## src/rtl/program_loader.sv

```systemverilog
// rtl/program_loader.sv - byte-stream writer for the 16 x 8 instruction store with checksum-gated CPU release
module program_loader #(
    parameter int DEPTH  = 16,
    parameter int ADDR_W = 4,
    parameter int DATA_W = 8
) (
    input  logic              clk,
    input  logic              rst,
    input  logic              start,
    input  logic [DATA_W-1:0] in_data,
    input  logic              in_valid,
    output logic              in_ready,
    input  logic [ADDR_W-1:0] rd_addr,
    output logic [DATA_W-1:0] rd_instruction,
    output logic              cpu_hold,
    output logic [ADDR_W-1:0] load_addr,
    output logic              done,
    output logic              err
);

    typedef enum logic [2:0] {IDLE, LOAD, CHECK, DONE, ERROR} state_t;

    state_t            state;
    logic [DATA_W-1:0] sum;
    logic [DATA_W-1:0] mem [DEPTH];
    logic              xfer;
    logic [DATA_W-1:0] sum_next;

    assign in_ready       = (state == LOAD) || (state == CHECK);
    assign xfer           = in_valid && in_ready;
    assign sum_next       = sum + in_data;
    assign rd_instruction = mem[rd_addr];

    always_ff @(posedge clk or posedge rst) begin
        if (rst) begin
            state     <= IDLE;
            load_addr <= '0;
            sum       <= '0;
            cpu_hold  <= 1'b1;
            done      <= 1'b0;
            err       <= 1'b0;
            for (int i = 0; i < DEPTH; i++) begin
                mem[i] <= '0;
            end
        end else begin
            case (state)
                IDLE, DONE, ERROR: begin
                    // A new load always re-enters CPU reset so the pc restarts at 0.
                    if (start) begin
                        state     <= LOAD;
                        load_addr <= '0;
                        sum       <= '0;
                        cpu_hold  <= 1'b1;
                        done      <= 1'b0;
                        err       <= 1'b0;
                    end
                end
                LOAD: begin
                    if (xfer) begin
                        mem[load_addr] <= in_data;
                        sum            <= sum_next;
                        load_addr      <= load_addr + 1'b1;
                        if (load_addr == ADDR_W'(DEPTH - 1)) begin
                            state <= CHECK;
                        end
                    end
                end
                CHECK: begin
                    // Checksum byte is folded into the sum only; it never reaches memory.
                    if (xfer) begin
                        if (sum_next == '0) begin
                            state    <= DONE;
                            done     <= 1'b1;
                            cpu_hold <= 1'b0;
                        end else begin
                            state <= ERROR;
                            err   <= 1'b1;
                        end
                    end
                end
                default: state <= IDLE;
            endcase
        end
    end

endmodule

```

## config.mk

```make
export PLATFORM = sky130hd
export DESIGN_NAME = program_loader
export DESIGN_NICKNAME = d
export VERILOG_FILES = /design/src/rtl/program_loader.sv
export SDC_FILE = /design/constraint.sdc
export NUM_CORES = 1
export LEC_CHECK = 0
export CAP_MARGIN = 20
export CORE_MARGIN = 4
export CORE_UTILIZATION = 40
export CTS_CLUSTER_SIZE = 10
export DETAILED_ROUTE_END_ITERATION = 6
export DONT_BUFFER_PORTS = 1
export HOLD_SLACK_MARGIN = 0.08
export PLACE_DENSITY = 0.56
export SYNTH_ARGS = -nofsm -noshare
export SYNTH_HDL_FRONTEND = slang
export SYNTH_SLANG_ARGS = --single-unit
```

## constraint.sdc

```tcl
create_clock -name clk -period 9.2 [get_ports clk]
set_input_delay 0.92 -clock clk [delete_from_list [all_inputs] [get_ports clk]]
set_output_delay 0.92 -clock clk [all_outputs]
set_load 0.1 [all_outputs]
```

==> summary.txt <==
Worst setup path
  – Worst Path Required: 8.28 ns
  – CP arrival: between 2 and 2.5 ns
  – CP cell instances: mux4_2 > mux4_2
  – Worst-path maximum fanout: 32
  – CP delay by family, top: multiplexers
  – Startpoint Class: primary input
  – CP most frequent cell: mux4_2
  – CP max stage delay: 0.76 ns
  – Internal reg-to-reg setup slack: 6.28 ns
  – Setup CP Type: primary input to primary output
  – Worst setup EP type: primary output
  – Critical path's slowest cell: mux4_2
  – Buf+Inv Stages, Crit Path: 0

GRT
  – Largest net degree at the start of global routing: 79
  – Vias in the first global route: 4035
  – Global Route Usage Sum: ~17%
  – Global-route wire length before repair: approximately 25000 um
  – Grt total ovfl: 0
  – Initial antenna violation count: 0

Synth
  – Yosys Warn Count: 0
  – Most used DFF post-synth: dfrtp_1
  – Post-synthesis instance area: roughly 0.007 mm^2
  – Post-synth EDFFs: 0
  – Post-synth cell types: 39
  – Sequential area share after synthesis: 53.3%
  – Async set or reset register ratio after synthesis: 100%
  – Mapped Nets: around 470
  – Post-synth top area share: 52.9%
  – Most numerous cell in the Yosys netlist: dfrtp_1
  – Top cells by area, synth: dfrtp_1, mux2_2, mux4_2
  – Top post-synthesis cells by count: dfrtp_1, mux2_2, mux4_2
  – #FFs+latches synth: between 100 and 150
  – Largest area contributor in the netlist: dfrtp_1
  – Post-synthesis cell count: ~450
  – Avg Cell Area, Syn: between 15 and 20 um^2

STA
  – Final Max Slew Viols: 0
  – Final hold violation count: 0
  – Final Critical Period: 3.17 ns
  – Setup_tns: 0 ns
  – Final setup vio count: 0
  – Least-Margin Pin Slew: roughly 1.1 ns
  – Crit share post-route: 34.5%
  – Clock Skew: between 0.007 and 0.008 ns
  – RSZ-0062 raised after global routing: no
  – Max-Slew Margin vs Limit: between 20 and 30%
  – Fmax: around 320 MHz

Placed design
  – DP Wirelength: about 10000 um
  – Port bufs: 0
  – GPL Wtd Cong: ~0.75

Hold path
  – HP Class: primary input to async pin

Drt
  – Residual DRC count: 0
  – Vias after detailed routing: roughly 3900
  – Final WL: between 15000 and 20000 um
  – 1st-iter DRT viols: ~250
  – Post-DRT Antenna Nets: 0
  – First-pass iteration count of the detailed router: 4
  – Vias per std cell: 5.73
  – Wire length per cell: between 20 and 25 um

Final layout
  – Area occupied by multi-input gates: 0.00307 mm^2
  – Syn-to-layout area delta: 12.2%
  – Sequential cell area: around 0.0037 mm^2
  – Fillers: between 1000 and 1500
  – Nets: 468
  – Diodes inserted: 0
  – Share of layout cells above drive strength 1: roughly 46%

Floorplan
  – I/O pins: 32
  – Starting density of the core: between 40% and 50%
  – Floorplan row count: between 40 and 50
  – Area of the core: 0.0167 mm^2
  – Total die area: between 0.015 and 0.02 mm^2
  – Die Ht: between 100 and 150 um
  – Chip width: approximately 140 um

Clock network
  – PostCTS Resize Cnt: 0
  – H-tree levels: 4
  – Post-CTS Hold Buffers: 0
  – Cts bufs inserted: 17
  – Clock Latency Late Sink: around 0.42 ns
  – # Post-CTS Setup Buffers: 0
  – Clk sinks: 146
  – CTS tree: yes
  – Clock Tree Buf Depth: 2
  – CTS root buf: clkbuf_16
  – Clock transition at path regs: approximately 0.060 ns

Pwr
  – PwrDens: between 300 and 400 mW/mm^2
  – Max VDD drop: approximately 130 uV
  – Total power: roughly 2.7 mW
  – P_leak: between 3 and 4 nW

Run
  – Max Cap Viol: 0

Outcome
  – Status: completed
metrics by stage:
| stage | util, % | worst slack (ns) | hold slack (ns) | cell area (um^2) | instances |
|---|---|---|---|---|---|
| after floorplan | - | 4.36 | 0.474 | 6860 | 445 |
| after global placement | 42.1 | 5.76 | 0.482 | 7040 | 640 |
| after detailed placement | 42.1 | 5.76 | 0.487 | 7040 | 640 |
| after CTS | 45.9 | 6.05 | 0.468 | 7660 | 672 |
| after global routing | 46.0 | 6.02 | 0.505 | 7690 | 673 |
| final | 46.0 | 6.03 | 0.454 | 7690 | 673 |
logic make-up after synthesis:
logic type,after synthesis,synth area share (%)
AND/OR/NAND/NOR,47,3.45
multiplexers,169,34.3
AO/OA/AOI/OAI,30,3.45
buffers and inverters,31,1.90
flip-flops,146,53.3
XOR/XNOR,10,1.28
adder cells (fa/ha/maj),12,2.30
final cells by class:
cell class | instances | area share, %
clock buffers | 18 | 5.71
clock inverters | 14 | 2.44
inverters | 5 | 0.309
multi-input cells | 268 | 40.0
flip-flops and latches | 146 | 47.5
well taps | 220 | 3.58
repair buffers | 2 | 0.456
sequential cells by signal, summed over array words and instances (netlist names):
name	flops
err	1
cpu_hold	1
mem	128
done	1
load_addr	4
state	3
sum	8
per-layer routing:
layer  part of all wire [%]  up-vias  wire length, um  global-route usage (%)
met2                     51       75             7770                    27.4
met3                    4.3       19              665                    4.21
met5                      0        -                0                       0
met1                     43     2094             6670                    22.1
li1                       -     1668                -                       -
met4                    1.6        0              246                    5.25
cells in the final DEF, fill, tap and decap left out, types with 2 or more instances in the layout:
cell         n
dfrtp_1    145
mux2_2     129
mux4_2      40
clkbuf_16   17
nand3_1     15
nor2_1      11
ha_1        11
a22o_1       8
xor2_1       7
nor2b_1      6
nand2_1      5
clkinv_2     5
inv_1        4
o21ai_0      4
bufinv_16    4
clkinv_4     4
a21oi_1      3
and2_1       3
xnor2_1      3
a21boi_0     2
a211oi_2     2
or3_1        2
report_power, final:
group          switching (mW)  leakage, nW  internal, mW
clock network           0.271        0.309         0.460
registers               0.207         1.86         0.900
logic                   0.406         1.24         0.407
final timing paths:
kind                                        endpoint            startpoint  cells past startpoint
worst max-delay path               rd_instruction[5]            rd_addr[0]                      2
min in group clk                mem[108]$_DFFE_PP0P_  mem[108]$_DFFE_PP0P_                      1
worst min register to register  mem[108]$_DFFE_PP0P_  mem[108]$_DFFE_PP0P_                      1
worst max register to register       err$_DFFE_PP0P_    sum[0]$_DFFE_PP0P_                      7
max in group asynchronous       cpu_hold$_DFFE_PP1P_                   rst                      3
worst min-delay path              sum[5]$_DFFE_PP0P_                   rst                      1
Power figures use the tool's default switching activity.
